<file path="src/rtl/axi_region_demux_pkg.sv">
// Shared response codes and FSM state types for the AXI region demultiplexer
// and its default (DECERR) slave.
package axi_region_demux_pkg;

    localparam logic [1:0] RESP_OKAY   = 2'b00;
    localparam logic [1:0] RESP_DECERR = 2'b11;

    typedef enum logic [1:0] {
        W_IDLE,
        W_DATA,
        W_RESP
    } w_state_e;

    typedef enum logic {
        R_IDLE,
        R_DATA
    } r_state_e;

endpackage

</file>
<file path="src/rtl/axi_default_slave.sv">
// DECERR responder for unmapped accesses: swallows write data, answers with one
// DECERR B beat, and returns ARLEN+1 zero-data DECERR read beats.
module axi_default_slave
    import axi_region_demux_pkg::*;
#(
    parameter int AXI_DATA_WIDTH = 32,
    parameter int AXI_ID_WIDTH   = 3
) (
    input  logic                      clk,
    input  logic                      rst_n,
    input  logic [AXI_ID_WIDTH-1:0]   aw_id,
    input  logic                      aw_valid,
    output logic                      aw_ready,
    input  logic                      w_last,
    input  logic                      w_valid,
    output logic                      w_ready,
    output logic [AXI_ID_WIDTH-1:0]   b_id,
    output logic [1:0]                b_resp,
    output logic                      b_valid,
    input  logic                      b_ready,
    input  logic [AXI_ID_WIDTH-1:0]   ar_id,
    input  logic [7:0]                ar_len,
    input  logic                      ar_valid,
    output logic                      ar_ready,
    output logic [AXI_ID_WIDTH-1:0]   r_id,
    output logic [AXI_DATA_WIDTH-1:0] r_data,
    output logic [1:0]                r_resp,
    output logic                      r_last,
    output logic                      r_valid,
    input  logic                      r_ready,
    output logic                      b_done_o,
    output logic                      r_done_o
);

    w_state_e                  w_state_q, w_state_d;
    r_state_e                  r_state_q, r_state_d;
    logic [AXI_ID_WIDTH-1:0]   b_id_q, b_id_d;
    logic [AXI_ID_WIDTH-1:0]   r_id_q, r_id_d;
    logic [7:0]                r_cnt_q, r_cnt_d;

    always_ff @(posedge clk or negedge rst_n) begin
        if (!rst_n) begin
            w_state_q <= W_IDLE;
            r_state_q <= R_IDLE;
            b_id_q    <= '0;
            r_id_q    <= '0;
            r_cnt_q   <= '0;
        end else begin
            w_state_q <= w_state_d;
            r_state_q <= r_state_d;
            b_id_q    <= b_id_d;
            r_id_q    <= r_id_d;
            r_cnt_q   <= r_cnt_d;
        end
    end

    // Ready is constant per state, so a valid alone implies the handshake.
    always_comb begin
        w_state_d = w_state_q;
        b_id_d    = b_id_q;
        case (w_state_q)
            W_IDLE: begin
                if (aw_valid) begin
                    w_state_d = W_DATA;
                    b_id_d    = aw_id;
                end
            end
            W_DATA: if (w_valid && w_last) w_state_d = W_RESP;
            W_RESP: if (b_ready) w_state_d = W_IDLE;
            default: w_state_d = W_IDLE;
        endcase
    end

    always_comb begin
        r_state_d = r_state_q;
        r_id_d    = r_id_q;
        r_cnt_d   = r_cnt_q;
        case (r_state_q)
            R_IDLE: begin
                if (ar_valid) begin
                    r_state_d = R_DATA;
                    r_id_d    = ar_id;
                    r_cnt_d   = ar_len;
                end
            end
            R_DATA: begin
                if (r_ready) begin
                    if (r_cnt_q == 8'd0) r_state_d = R_IDLE;
                    else                 r_cnt_d   = r_cnt_q - 8'd1;
                end
            end
            default: r_state_d = R_IDLE;
        endcase
    end

    always_comb begin
        aw_ready = (w_state_q == W_IDLE);
        w_ready  = (w_state_q == W_DATA);
        b_valid  = (w_state_q == W_RESP);
        ar_ready = (r_state_q == R_IDLE);
        r_valid  = (r_state_q == R_DATA);
        r_last   = (r_state_q == R_DATA) && (r_cnt_q == 8'd0);
    end

    assign b_id     = b_id_q;
    assign b_resp   = RESP_DECERR;
    assign r_id     = r_id_q;
    assign r_data   = '0;
    assign r_resp   = RESP_DECERR;
    assign b_done_o = b_valid && b_ready;
    assign r_done_o = r_valid && r_ready && r_last;

endmodule

</file>
<file path="src/rtl/axi_region_demux.sv">
// One-to-N AXI4 address demultiplexer with independent read/write routing and
// a built-in DECERR default slave whose completions are counted.
module axi_region_demux
    import axi_region_demux_pkg::*;
#(
    parameter int NB_MASTER      = 3,
    parameter int AXI_ADDR_WIDTH = 32,
    parameter int AXI_DATA_WIDTH = 32,
    parameter int AXI_ID_WIDTH   = 3,
    parameter int AXI_USER_WIDTH = 1
) (
    input  logic                                          clk,
    input  logic                                          rst_n,
    input  logic [AXI_ID_WIDTH-1:0]                       slv_aw_id,
    input  logic [AXI_ADDR_WIDTH-1:0]                     slv_aw_addr,
    input  logic [7:0]                                    slv_aw_len,
    input  logic [2:0]                                    slv_aw_size,
    input  logic [1:0]                                    slv_aw_burst,
    input  logic [2:0]                                    slv_aw_prot,
    input  logic [AXI_USER_WIDTH-1:0]                     slv_aw_user,
    input  logic                                          slv_aw_valid,
    output logic                                          slv_aw_ready,
    input  logic [AXI_DATA_WIDTH-1:0]                     slv_w_data,
    input  logic [AXI_DATA_WIDTH/8-1:0]                   slv_w_strb,
    input  logic                                          slv_w_last,
    input  logic [AXI_USER_WIDTH-1:0]                     slv_w_user,
    input  logic                                          slv_w_valid,
    output logic                                          slv_w_ready,
    output logic [AXI_ID_WIDTH-1:0]                       slv_b_id,
    output logic [1:0]                                    slv_b_resp,
    output logic [AXI_USER_WIDTH-1:0]                     slv_b_user,
    output logic                                          slv_b_valid,
    input  logic                                          slv_b_ready,
    input  logic [AXI_ID_WIDTH-1:0]                       slv_ar_id,
    input  logic [AXI_ADDR_WIDTH-1:0]                     slv_ar_addr,
    input  logic [7:0]                                    slv_ar_len,
    input  logic [2:0]                                    slv_ar_size,
    input  logic [1:0]                                    slv_ar_burst,
    input  logic [2:0]                                    slv_ar_prot,
    input  logic [AXI_USER_WIDTH-1:0]                     slv_ar_user,
    input  logic                                          slv_ar_valid,
    output logic                                          slv_ar_ready,
    output logic [AXI_ID_WIDTH-1:0]                       slv_r_id,
    output logic [AXI_DATA_WIDTH-1:0]                     slv_r_data,
    output logic [1:0]                                    slv_r_resp,
    output logic                                          slv_r_last,
    output logic [AXI_USER_WIDTH-1:0]                     slv_r_user,
    output logic                                          slv_r_valid,
    input  logic                                          slv_r_ready,
    output logic [NB_MASTER-1:0][AXI_ID_WIDTH-1:0]        mst_aw_id,
    output logic [NB_MASTER-1:0][AXI_ADDR_WIDTH-1:0]      mst_aw_addr,
    output logic [NB_MASTER-1:0][7:0]                     mst_aw_len,
    output logic [NB_MASTER-1:0][2:0]                     mst_aw_size,
    output logic [NB_MASTER-1:0][1:0]                     mst_aw_burst,
    output logic [NB_MASTER-1:0][2:0]                     mst_aw_prot,
    output logic [NB_MASTER-1:0][AXI_USER_WIDTH-1:0]      mst_aw_user,
    output logic [NB_MASTER-1:0]                          mst_aw_valid,
    input  logic [NB_MASTER-1:0]                          mst_aw_ready,
    output logic [NB_MASTER-1:0][AXI_DATA_WIDTH-1:0]      mst_w_data,
    output logic [NB_MASTER-1:0][AXI_DATA_WIDTH/8-1:0]    mst_w_strb,
    output logic [NB_MASTER-1:0]                          mst_w_last,
    output logic [NB_MASTER-1:0][AXI_USER_WIDTH-1:0]      mst_w_user,
    output logic [NB_MASTER-1:0]                          mst_w_valid,
    input  logic [NB_MASTER-1:0]                          mst_w_ready,
    input  logic [NB_MASTER-1:0][AXI_ID_WIDTH-1:0]        mst_b_id,
    input  logic [NB_MASTER-1:0][1:0]                     mst_b_resp,
    input  logic [NB_MASTER-1:0][AXI_USER_WIDTH-1:0]      mst_b_user,
    input  logic [NB_MASTER-1:0]                          mst_b_valid,
    output logic [NB_MASTER-1:0]                          mst_b_ready,
    output logic [NB_MASTER-1:0][AXI_ID_WIDTH-1:0]        mst_ar_id,
    output logic [NB_MASTER-1:0][AXI_ADDR_WIDTH-1:0]      mst_ar_addr,
    output logic [NB_MASTER-1:0][7:0]                     mst_ar_len,
    output logic [NB_MASTER-1:0][2:0]                     mst_ar_size,
    output logic [NB_MASTER-1:0][1:0]                     mst_ar_burst,
    output logic [NB_MASTER-1:0][2:0]                     mst_ar_prot,
    output logic [NB_MASTER-1:0][AXI_USER_WIDTH-1:0]      mst_ar_user,
    output logic [NB_MASTER-1:0]                          mst_ar_valid,
    input  logic [NB_MASTER-1:0]                          mst_ar_ready,
    input  logic [NB_MASTER-1:0][AXI_ID_WIDTH-1:0]        mst_r_id,
    input  logic [NB_MASTER-1:0][AXI_DATA_WIDTH-1:0]      mst_r_data,
    input  logic [NB_MASTER-1:0][1:0]                     mst_r_resp,
    input  logic [NB_MASTER-1:0]                          mst_r_last,
    input  logic [NB_MASTER-1:0][AXI_USER_WIDTH-1:0]      mst_r_user,
    input  logic [NB_MASTER-1:0]                          mst_r_valid,
    output logic [NB_MASTER-1:0]                          mst_r_ready,
    input  logic [NB_MASTER*AXI_ADDR_WIDTH-1:0]           start_addr_i,
    input  logic [NB_MASTER*AXI_ADDR_WIDTH-1:0]           end_addr_i,
    output logic [15:0]                                   decerr_cnt_o
);

    localparam int              IDX_W   = $clog2(NB_MASTER + 1);
    localparam logic [IDX_W-1:0] DEF_IDX = IDX_W'(NB_MASTER);

    // Index NB_MASTER means "default slave"; scanning downwards lets the lowest
    // matching region win on overlap.
    function automatic logic [IDX_W-1:0] decode(
        input logic [AXI_ADDR_WIDTH-1:0]           addr,
        input logic [NB_MASTER*AXI_ADDR_WIDTH-1:0] starts,
        input logic [NB_MASTER*AXI_ADDR_WIDTH-1:0] ends
    );
        logic [IDX_W-1:0] idx;
        idx = DEF_IDX;
        for (int i = NB_MASTER - 1; i >= 0; i--) begin
            if (addr >= starts[i*AXI_ADDR_WIDTH +: AXI_ADDR_WIDTH] &&
                addr <= ends[i*AXI_ADDR_WIDTH +: AXI_ADDR_WIDTH]) begin
                idx = IDX_W'(i);
            end
        end
        return idx;
    endfunction

    w_state_e                w_state_q, w_state_d;
    r_state_e                r_state_q, r_state_d;
    logic [IDX_W-1:0]        w_idx_q, w_idx_d;
    logic [IDX_W-1:0]        r_idx_q, r_idx_d;
    logic [15:0]             decerr_cnt_q, decerr_cnt_d;
    logic [16:0]             cnt_sum;
    logic [IDX_W-1:0]        aw_dec, ar_dec;

    logic                    def_aw_valid, def_aw_ready, def_w_valid, def_w_ready;
    logic                    def_b_valid, def_b_ready, def_ar_valid, def_ar_ready;
    logic                    def_r_valid, def_r_ready, def_r_last;
    logic                    def_b_done, def_r_done;
    logic [AXI_ID_WIDTH-1:0] def_b_id, def_r_id;
    logic [1:0]              def_b_resp, def_r_resp;
    logic [AXI_DATA_WIDTH-1:0] def_r_data;

    assign aw_dec = decode(slv_aw_addr, start_addr_i, end_addr_i);
    assign ar_dec = decode(slv_ar_addr, start_addr_i, end_addr_i);

    // Request payloads fan out to every port; only the valids are steered.
    for (genvar g = 0; g < NB_MASTER; g++) begin : g_bcast
        assign mst_aw_id[g]    = slv_aw_id;
        assign mst_aw_addr[g]  = slv_aw_addr;
        assign mst_aw_len[g]   = slv_aw_len;
        assign mst_aw_size[g]  = slv_aw_size;
        assign mst_aw_burst[g] = slv_aw_burst;
        assign mst_aw_prot[g]  = slv_aw_prot;
        assign mst_aw_user[g]  = slv_aw_user;
        assign mst_w_data[g]   = slv_w_data;
        assign mst_w_strb[g]   = slv_w_strb;
        assign mst_w_last[g]   = slv_w_last;
        assign mst_w_user[g]   = slv_w_user;
        assign mst_ar_id[g]    = slv_ar_id;
        assign mst_ar_addr[g]  = slv_ar_addr;
        assign mst_ar_len[g]   = slv_ar_len;
        assign mst_ar_size[g]  = slv_ar_size;
        assign mst_ar_burst[g] = slv_ar_burst;
        assign mst_ar_prot[g]  = slv_ar_prot;
        assign mst_ar_user[g]  = slv_ar_user;
    end

    always_ff @(posedge clk or negedge rst_n) begin
        if (!rst_n) begin
            w_state_q    <= W_IDLE;
            r_state_q    <= R_IDLE;
            w_idx_q      <= '0;
            r_idx_q      <= '0;
            decerr_cnt_q <= '0;
        end else begin
            w_state_q    <= w_state_d;
            r_state_q    <= r_state_d;
            w_idx_q      <= w_idx_d;
            r_idx_q      <= r_idx_d;
            decerr_cnt_q <= decerr_cnt_d;
        end
    end

    always_comb begin
        w_state_d = w_state_q;
        w_idx_d   = w_idx_q;
        case (w_state_q)
            W_IDLE: begin
                if (slv_aw_valid && slv_aw_ready) begin
                    w_state_d = W_DATA;
                    w_idx_d   = aw_dec;
                end
            end
            W_DATA: if (slv_w_valid && slv_w_ready && slv_w_last) w_state_d = W_RESP;
            W_RESP: if (slv_b_valid && slv_b_ready) w_state_d = W_IDLE;
            default: w_state_d = W_IDLE;
        endcase
    end

    always_comb begin
        r_state_d = r_state_q;
        r_idx_d   = r_idx_q;
        case (r_state_q)
            R_IDLE: begin
                if (slv_ar_valid && slv_ar_ready) begin
                    r_state_d = R_DATA;
                    r_idx_d   = ar_dec;
                end
            end
            R_DATA: if (slv_r_valid && slv_r_ready && slv_r_last) r_state_d = R_IDLE;
            default: r_state_d = R_IDLE;
        endcase
    end

    // Handshake signals are forced low while reset is asserted.
    always_comb begin
        slv_aw_ready = 1'b0;
        slv_w_ready  = 1'b0;
        slv_b_valid  = 1'b0;
        slv_b_id     = '0;
        slv_b_resp   = RESP_OKAY;
        slv_b_user   = '0;
        mst_aw_valid = '0;
        mst_w_valid  = '0;
        mst_b_ready  = '0;
        def_aw_valid = 1'b0;
        def_w_valid  = 1'b0;
        def_b_ready  = 1'b0;
        if (rst_n) begin
            case (w_state_q)
                W_IDLE: begin
                    if (aw_dec == DEF_IDX) begin
                        def_aw_valid = slv_aw_valid;
                        slv_aw_ready = def_aw_ready;
                    end
                    for (int i = 0; i < NB_MASTER; i++) begin
                        if (aw_dec == IDX_W'(i)) begin
                            mst_aw_valid[i] = slv_aw_valid;
                            slv_aw_ready    = mst_aw_ready[i];
                        end
                    end
                end
                W_DATA: begin
                    if (w_idx_q == DEF_IDX) begin
                        def_w_valid = slv_w_valid;
                        slv_w_ready = def_w_ready;
                    end
                    for (int i = 0; i < NB_MASTER; i++) begin
                        if (w_idx_q == IDX_W'(i)) begin
                            mst_w_valid[i] = slv_w_valid;
                            slv_w_ready    = mst_w_ready[i];
                        end
                    end
                end
                W_RESP: begin
                    if (w_idx_q == DEF_IDX) begin
                        def_b_ready = slv_b_ready;
                        slv_b_valid = def_b_valid;
                        slv_b_id    = def_b_id;
                        slv_b_resp  = def_b_resp;
                    end
                    for (int i = 0; i < NB_MASTER; i++) begin
                        if (w_idx_q == IDX_W'(i)) begin
                            mst_b_ready[i] = slv_b_ready;
                            slv_b_valid    = mst_b_valid[i];
                            slv_b_id       = mst_b_id[i];
                            slv_b_resp     = mst_b_resp[i];
                            slv_b_user     = mst_b_user[i];
                        end
                    end
                end
                default: ;
            endcase
        end
    end

    always_comb begin
        slv_ar_ready = 1'b0;
        slv_r_valid  = 1'b0;
        slv_r_id     = '0;
        slv_r_data   = '0;
        slv_r_resp   = RESP_OKAY;
        slv_r_last   = 1'b0;
        slv_r_user   = '0;
        mst_ar_valid = '0;
        mst_r_ready  = '0;
        def_ar_valid = 1'b0;
        def_r_ready  = 1'b0;
        if (rst_n) begin
            case (r_state_q)
                R_IDLE: begin
                    if (ar_dec == DEF_IDX) begin
                        def_ar_valid = slv_ar_valid;
                        slv_ar_ready = def_ar_ready;
                    end
                    for (int i = 0; i < NB_MASTER; i++) begin
                        if (ar_dec == IDX_W'(i)) begin
                            mst_ar_valid[i] = slv_ar_valid;
                            slv_ar_ready    = mst_ar_ready[i];
                        end
                    end
                end
                R_DATA: begin
                    if (r_idx_q == DEF_IDX) begin
                        def_r_ready = slv_r_ready;
                        slv_r_valid = def_r_valid;
                        slv_r_id    = def_r_id;
                        slv_r_data  = def_r_data;
                        slv_r_resp  = def_r_resp;
                        slv_r_last  = def_r_last;
                    end
                    for (int i = 0; i < NB_MASTER; i++) begin
                        if (r_idx_q == IDX_W'(i)) begin
                            mst_r_ready[i] = slv_r_ready;
                            slv_r_valid    = mst_r_valid[i];
                            slv_r_id       = mst_r_id[i];
                            slv_r_data     = mst_r_data[i];
                            slv_r_resp     = mst_r_resp[i];
                            slv_r_last     = mst_r_last[i];
                            slv_r_user     = mst_r_user[i];
                        end
                    end
                end
                default: ;
            endcase
        end
    end

    // Bit 16 of the widened sum flags overflow, covering the +2 case too.
    always_comb begin
        cnt_sum      = {1'b0, decerr_cnt_q} + 17'(def_b_done) + 17'(def_r_done);
        decerr_cnt_d = cnt_sum[16] ? 16'hFFFF : cnt_sum[15:0];
    end

    assign decerr_cnt_o = decerr_cnt_q;

    axi_default_slave #(
        .AXI_DATA_WIDTH (AXI_DATA_WIDTH),
        .AXI_ID_WIDTH   (AXI_ID_WIDTH)
    ) u_default_slave (
        .clk      (clk),
        .rst_n    (rst_n),
        .aw_id    (slv_aw_id),
        .aw_valid (def_aw_valid),
        .aw_ready (def_aw_ready),
        .w_last   (slv_w_last),
        .w_valid  (def_w_valid),
        .w_ready  (def_w_ready),
        .b_id     (def_b_id),
        .b_resp   (def_b_resp),
        .b_valid  (def_b_valid),
        .b_ready  (def_b_ready),
        .ar_id    (slv_ar_id),
        .ar_len   (slv_ar_len),
        .ar_valid (def_ar_valid),
        .ar_ready (def_ar_ready),
        .r_id     (def_r_id),
        .r_data   (def_r_data),
        .r_resp   (def_r_resp),
        .r_last   (def_r_last),
        .r_valid  (def_r_valid),
        .r_ready  (def_r_ready),
        .b_done_o (def_b_done),
        .r_done_o (def_r_done)
    );

endmodule

</file>
<file path="config.mk">
export PLATFORM = sky130hd
export DESIGN_NAME = axi_region_demux
export DESIGN_NICKNAME = d
export VERILOG_FILES = /design/src/rtl/axi_region_demux_pkg.sv /design/src/rtl/axi_default_slave.sv /design/src/rtl/axi_region_demux.sv
export SDC_FILE = /design/constraint.sdc
export NUM_CORES = 1
export LEC_CHECK = 0
export ABC_AREA = 1
export ABC_CLOCK_PERIOD_IN_PS = 3900
export CAP_MARGIN = 0
export CORE_AREA = 2 2 393 395
export CTS_CLUSTER_SIZE = 40
export DETAILED_ROUTE_END_ITERATION = 10
export DIE_AREA = 0 0 395 397
export SYNTH_ARGS = -nofsm -noshare
export SYNTH_HDL_FRONTEND = slang
export SYNTH_SLANG_ARGS = --single-unit
export TNS_END_PERCENT = 10
</file>
<file path="constraint.sdc">
create_clock -name clk -period 3.9 [get_ports clk]
set_input_delay 0.78 -clock clk [delete_from_list [all_inputs] [get_ports clk]]
set_output_delay 0.78 -clock clk [all_outputs]
set_load 0.02 [all_outputs]
</file>
==> impl_metrics.yaml, run 1 <==
timing:
  hold_violations: 0
  fmax_ghz: 0.247
  layout_min_cycle_time_ns: 4.04
  max_slew_margin_pct: 60.3
  tightest_slew_ns: 0.589
  maxSlewViolCount: 0
  finalSetupViolCount: 7
  period_share_pct: 104
  finalWorstSetupSlack_ns: -0.144
  rsz0062_at_grt: "true"
  finalClockSkew_ns: 0.00934
critical_path:
  timing.rr.end: "decerr_cnt_o[13]"
  startpoint_type: "primary input"
  crit_slowest_cell: "nor3_4"
  critPathMaxStageDelay_ns: 0.35
  end_kind: "primary output"
  r2r_cells: 23
  r2r_slack_ns: 0.29
  rr_startpoint: "u_default_slave.r_cnt_q[0]"
  path_common_cell: "buf_6"
  path_class: "in2out"
  cp_max_fo: 3
  cp_data_arrival_time_ns: 3.26
  cp.required_ns: 3.12
  crit_chain: "buf_8 > buf_6 > buf_6 > ha_4 > nand4_1 > nor3_4 > buf_6 > nand2_4 > or2_0 > nand3_1 > nand2_2 > nand2_2 > buf_6 > inv_4 > nand4_1 > nand2_2 > a21oi_4 > buf_6"
route:
  via_per_inst: 3.57
  first_pass_iters: 6
  vias: 18811
  drc_errors: 0
  wl_per_cell_um: 18.6
  drt_iter0_drc: 1014
  wl_um: 98300
  ant_nets: 0
synth:
  yosysWarningCount: 0
  synth_area_per_cell_um2: 6.55
  synth_area_mm2: 0.0161
  synth_edf_count: 0
  ys_async_sr_fraction_pct: 100
  yosys.area.top_type: "ha_1"
  synthTopCellsByCount: "nand2_1 (559), buf_4 (427), ha_1 (386)"
  yosys-top-cells-area: "ha_1 (30%), buf_4 (20%), nand2_1 (13%)"
  synth_ff_type: "dfrtp_1"
  synth_nets: 3342
  ys_seq_area_share_pct: 6.20
  ys_ff_latch: 40
  synth_top_area_share_pct: 29.9
  yosys.cell_count.top_type: "nand2_1"
  synth_cell_types: 47
  synthesis.instances: 2464
die:
  die_area_mm2: 0.157
  io_pins: 998
  die_x_um: 395
  initial_core_util_pct: 10.6
  core-area_mm2: 0.153
  die_h_um: 397
  num_rows: 144
power:
  leakage_nw: 13.7
  ir_worst_vdd_mv: 0.193
  finalPower_mw: 5.92
  p_per_area_mw_per_mm2: 206
clock_network:
  cts_buffer_depth: 2
  cts_sinks: 40
  root_buffer: "clkbuf_16"
  path_clk_slew_ns: 0.06
  htreeDepth: 2
  hold_buffers: 0
  clock_latency_ns: 0.29
  numCtsBuffers: 5
  cts_tree: "built"
global_routing:
  use_met1_pct: 15.6
  grt_use_met2_pct: 19.5
  grtUsageTotal_pct: 11.7
  antenna_found_initial: 46
  grt_pass1_vias: 18429
  grt_pass1_wl_um: 133000
  top_usage_layer: "met2"
  overflow: 0
  grt_use_met3_pct: 2.48
  grt_max_degree: 40
flow_run:
  cap_violations: 0
outcome:
  outcome: "finished with violations"
  violations: "negative setup slack"
placed_design:
  io_buffers: 745
  place_congestion: 0.899
  dp_hpwl_um: 86500
  dp.cells: 5189
finish:
  drive_gt1_share_pct: 27.6
  fillers: 17167
  fin_cells: 5275
  area_delta_synth_final_pct: 78.3
  nNetsFinal: 4099
min_path:
  hold_path.class: "in2async"
==> cells in the final DEF, fill, tap and decap left out, drive strengths merged, types with 2 or more instances in the layout <==
| cell type | count |
|---|---|
| a211oi | 2 |
| a21boi | 2 |
| a21o | 3 |
| a21oi | 195 |
| buf | 481 |
| clkbuf | 7 |
| clkdlybuf4s15 | 17 |
| clkdlybuf4s50 | 592 |
| clkinv | 4 |
| dfrtp | 40 |
| diode | 9 |
| dlygate4sd2 | 93 |
| dlymetal6s2s | 14 |
| ha | 386 |
| inv | 348 |
| mux2i | 3 |
| nand2 | 571 |
| nand3 | 87 |
| nand3b | 5 |
| nand4 | 40 |
| nor2 | 152 |
| nor3 | 26 |
| nor4 | 8 |
| o211ai | 6 |
| o21a | 15 |
| o21ai | 91 |
| o21bai | 4 |
| o221ai | 3 |
| o22ai | 8 |
| or2 | 6 |
| xor2 | 5 |
==> power breakdown <==
group | leakage (nW) | total, mW | switching [mW] | internal [mW]
clock | 0.0767 | 0.415 | 0.163 | 0.252
combinational | 13.1 | 4.85 | 2.71 | 2.14
sequential | 0.500 | 0.652 | 0.144 | 0.508
==> layer usage <==
metal,part of all wire [%],wire (um),vias to the layer above
met4,2.2,2170,20
met3,6.0,5940,182
met2,46,45300,748
met5,0.13,130,-
met1,46,44700,8696
li1,-,-,9165
==> stage by stage <==
stage / TNS (ns) / utilization, % / worst slack, ns / area [um^2] / hold WS (ns)
floorplan: 0 / - / 0.479 / 16100 / 0.443
global placement: -17.68 / 17.0 / -1.05 / 26000 / 0.494
detailed placement: -16.94 / 17.0 / -0.994 / 26000 / 0.498
CTS: -0.887 / 18.3 / -0.190 / 28000 / 0.393
global route: -2.13 / 18.8 / -0.279 / 28800 / 0.401
finish: -0.473 / 18.8 / -0.144 / 28800 / 0.392
==> registers in the layout (all words and copies together), names as in the netlist <==
name and cells:
u_default_slave.r_cnt_q 8, decerr_cnt_o 16, u_default_slave.r_id 3, w_state_q 2, u_default_slave.b_id 3, u_default_slave.r_valid 1, u_default_slave.w_state_q 2, w_idx_q 2
r_state_q 1, r_idx_q 2
==> worst max-delay path by stage <==
stage,startpoint,endpoint,slack [ns],depth (start not counted)
CTS,slv_ar_addr[26],slv_ar_ready,-0.19,19
finish,slv_aw_addr[20],slv_aw_ready,-0.14,18
floorplan,u_default_slave.r_cnt_q[0],decerr_cnt_o[10],0.48,20
global route,end_addr_i[44],slv_ar_ready,-0.28,18
global placement,start_addr_i[19],slv_ar_ready,-1.05,16
detailed placement,slv_aw_addr[23],slv_aw_ready,-0.99,18
==> cell type report <==
type	instances	area [um^2]	area share (%)
well taps	2044	2560	8.88
inverters	351	1330	4.62
clock buffers	6	139	0.482
diodes	9	22.5	0.0782
clock inverters	2	10.0	0.0348
repair buffers	1198	11200	38.9
flip-flops and latches	40	1000	3.48
multi-input cells	1625	12500	43.6
==> logic make-up (layout without fill, tap and decap cells) <==
| family | after synthesis | count (layout) | synth area share [%] |
|---|---|---|---|
| xor+xnor | 5 | 5 | 0.271 |
| other cells | 0 | 9 | 0 |
| buf+inv | 799 | 1557 | 28.6 |
| flops | 40 | 40 | 6.20 |
| compound gates | 333 | 333 | 11.2 |
| fa+ha+maj | 387 | 387 | 30.0 |
| simple gates | 897 | 897 | 23.6 |
| mux | 3 | 3 | 0.186 |
==> worst max-delay path, delay by kind of cell <==
family | cells | cell delay, ns
buffers and inverters | 7 | 0.80
AOI/OAI and AO/OA | 1 | 0.15
and+or+nand+nor | 9 | 1.25
adders and majority gates | 1 | 0.25
==> repair_timing <==
action / in CTS / in global routing
setup endpoints to repair: 32 / 26
gates cloned: 0 / 0
pin swaps: 143 / 98
resized for setup: 568 / 160
setup buffers: 57 / 20
Note: power is estimated with default switching activity, not from simulation.
==> run 2: changes to the inputs <==
--- a/config.mk
+++ b/config.mk
@@ -8,10 +8,13 @@
 export ABC_AREA = 1
 export ABC_CLOCK_PERIOD_IN_PS = 3900
 export CAP_MARGIN = 0
-export CORE_AREA = 2 2 393 395
+export CELL_PAD_IN_SITES_DETAIL_PLACEMENT = 2
+export CELL_PAD_IN_SITES_GLOBAL_PLACEMENT = 2
+export CORE_AREA = 2 2 384 386
 export CTS_CLUSTER_SIZE = 40
 export DETAILED_ROUTE_END_ITERATION = 10
-export DIE_AREA = 0 0 395 397
+export DIE_AREA = 0 0 386 388
+export PLACE_DENSITY_LB_ADDON = 0.1
 export SYNTH_ARGS = -nofsm -noshare
 export SYNTH_HDL_FRONTEND = slang
 export SYNTH_SLANG_ARGS = --single-unit
==> run 2 against run 1 <==
Against the previous run:
- the run still ends with negative setup slack left
- count of clock-buffer cells in the layout did not move
- highest routed layer unchanged
- worst hold slack improved by 0.11 ns
- flip-flop and latch count did not move
- critical path type unchanged
==> impl_metrics.yaml, run 2 (same netlist as run 1, synthesis figures left out) <==
critical_path:
  cp_max_fo: 2
  end_kind: "primary output"
  crit_slowest_cell: "clkdlybuf4s50_1"
  cp_data_arrival_time_ns: 3.17
  crit_chain: "clkdlybuf4s50_1 > inv_1 > ha_1 > nand2_1 > o21ai_0 > a21oi_2 > nand2_4 > nand2_2 > nand2_4 > nand2_4 > buf_6 > nand3b_1 > nand2_2 > a21oi_4 > buf_12"
  path_class: "in2out"
  cp-startpoint: "start_addr_i[47]"
  critPathBufInv: 4
  critPathMaxStageDelay_ns: 0.46
  cp.required_ns: 3.12
  startpoint_type: "primary input"
  cp_top_family: "buffers and inverters"
  path_common_cell: "nand2_4"
  rr_startpoint: "u_default_slave.r_cnt_q[0]"
timing:
  hold_violations: 0
  finalWorstSetupSlack_ns: -0.0514
  setup_tns_ns: -0.0616
  fmax_ghz: 0.253
  finalSetupViolCount: 2
  max_slew_margin_pct: 65.0
  period_share_pct: 101
  rsz0062_at_grt: "true"
  finalClockSkew_ns: 0.0103
  tightest_slew_ns: 0.525
  maxSlewViolCount: 0
  layout_min_cycle_time_ns: 3.95
route:
  drt_iter0_drc: 322
  wl_per_cell_um: 21.7
  vias: 19002
  via_per_inst: 3.66
  ant_nets: 0
  first_pass_iters: 4
  wl_um: 113000
  drc_errors: 0
placed_design:
  dp_hpwl_um: 100000
  dp.cells: 5077
  io_buffers: 745
  place_congestion: 0.776
finish:
  largest_register_ffs: 16
  nNetsFinal: 4139
  fin_cells: 5194
  mostFrequentLayoutCell: "clkdlybuf4s50_1"
  drive_gt1_share_pct: 36.6
  area_delta_synth_final_pct: 88.5
  layout_common_cells: "clkdlybuf4s50_1 (527), nand2_1 (441), buf_4 (401), ha_1 (227), inv_1 (180)"
die:
  die_area_mm2: 0.150
  die_h_um: 388
  initial_core_util_pct: 11.1
  io_pins: 998
  core-area_mm2: 0.145
  num_rows: 140
  die_x_um: 386
power:
  leakage_nw: 14.0
  finalPower_mw: 6.43
  switching_share_pct: 50.4
  seq_power_share_pct: 9.4
  p_per_area_mw_per_mm2: 211
  power_frac_clock_pct: 8.1
  switchingPower_mw: 3.24
  ir_worst_vdd_mv: 0.157
  intPower_mw: 3.19
  combPwrFrac_pct: 82.5
global_routing:
  grt_pass1_vias: 21871
  antenna_found_initial: 45
  overflow: 0
  grt_max_degree: 39
  grtUsageTotal_pct: 14.6
  grt_pass1_wl_um: 159000
clock_network:
  path_clk_slew_ns: 0.07
  numCtsBuffers: 5
  root_buffer: "clkbuf_16"
  clock_latency_ns: 0.30
  htreeDepth: 2
  cts_buffer_depth: 2
  cts_sinks: 40
  cts_tree: "built"
  hold_buffers: 0
outcome:
  outcome: "finished with violations"
  violations: "negative setup slack"
flow_run:
  cap_violations: 0
min_path:
  hp-start: "u_default_slave.b_id[2]"
  hold_path.class: "reg2reg"
==> run 2: cell types whose count changed in the layout (fill, tap and decap cells not counted), moves of 45 or more <==
| cell | delta |
|---|---|
| inv_1 | -86 |
| inv_2 | +85 |
| ha_1 | -76 |
| ha_4 | +75 |
| clkdlybuf4s50_1 | -65 |
| dlygate4sd2_1 | +45 |
==> run 2: worst paths after layout <==
kind	endpoint	slack, ns	depth (start not counted)
max in group asynchronous	u_default_slave.r_cnt_q[6]	2.62	4
min in group asynchronous	decerr_cnt_o[11]	0.52	2
min reg2reg	u_default_slave.b_id[2]	0.50	2
max reg2reg	decerr_cnt_o[8]	0.23	21
min	u_default_slave.b_id[2]	0.50	2
max	slv_aw_ready	-0.05	15
==> run 2: power groups by stage <==
stage / Sequential, mW / Clock [mW] / Combinational [mW]
after floorplan: 0.568 / 0 / 2.56
after global placement: 0.601 / 0 / 4.67
after detailed placement: 0.604 / 0 / 4.77
after CTS: 0.600 / 0.545 / 5.33
after global routing: 0.623 / 0.557 / 5.87
final: 0.605 / 0.522 / 5.30
==> run 2: metal layers <==
layer,up-vias,global-route usage (%),wire (um)
met5,-,0,140
met4,24,1.84,1770
met3,138,2.00,4450
met2,475,27.4,58200
met1,9122,17.7,48100
li1,9243,-,-
==> run 2: stage by stage <==
step | area (um^2) | util [%] | hold WS [ns] | setup slack, ns
final | 30400 | 21.0 | 0.499 | -0.0514
after floorplan | 16100 | - | 0.443 | 0.479
after global routing | 30400 | 20.9 | 0.551 | -0.167
after detailed placement | 26100 | 17.9 | 0.493 | -1.04
after global placement | 26100 | 17.9 | 0.483 | -1.01
after CTS | 30000 | 20.7 | 0.510 | -0.0699
==> run 2: layout make-up <==
class | count | area (um^2)
clock buffers | 6 | 139
fillers | 16725 | 115000
clock inverters | 2 | 38.8
repair buffers | 1238 | 11600
flip-flops and latches | 40 | 1000
diodes | 15 | 37.5
well taps | 1917 | 2400
multi-input cells | 1625 | 13900
inverters | 351 | 1330
==> run 2: repair_timing <==
action	4_1_cts	5_1_grt
setup buffers	101	6
pin swaps	212	66
gates resized for setup	1060	107
setup endpoints to repair	42	24
endpoints found under the hold margin	0	0
==> run 2: worst min-delay path, stage by stage, from the launching register on <==
cell and delay (ns):
dfrtp_1 0.36, nand2_1 0.06, nand2_1 0.05
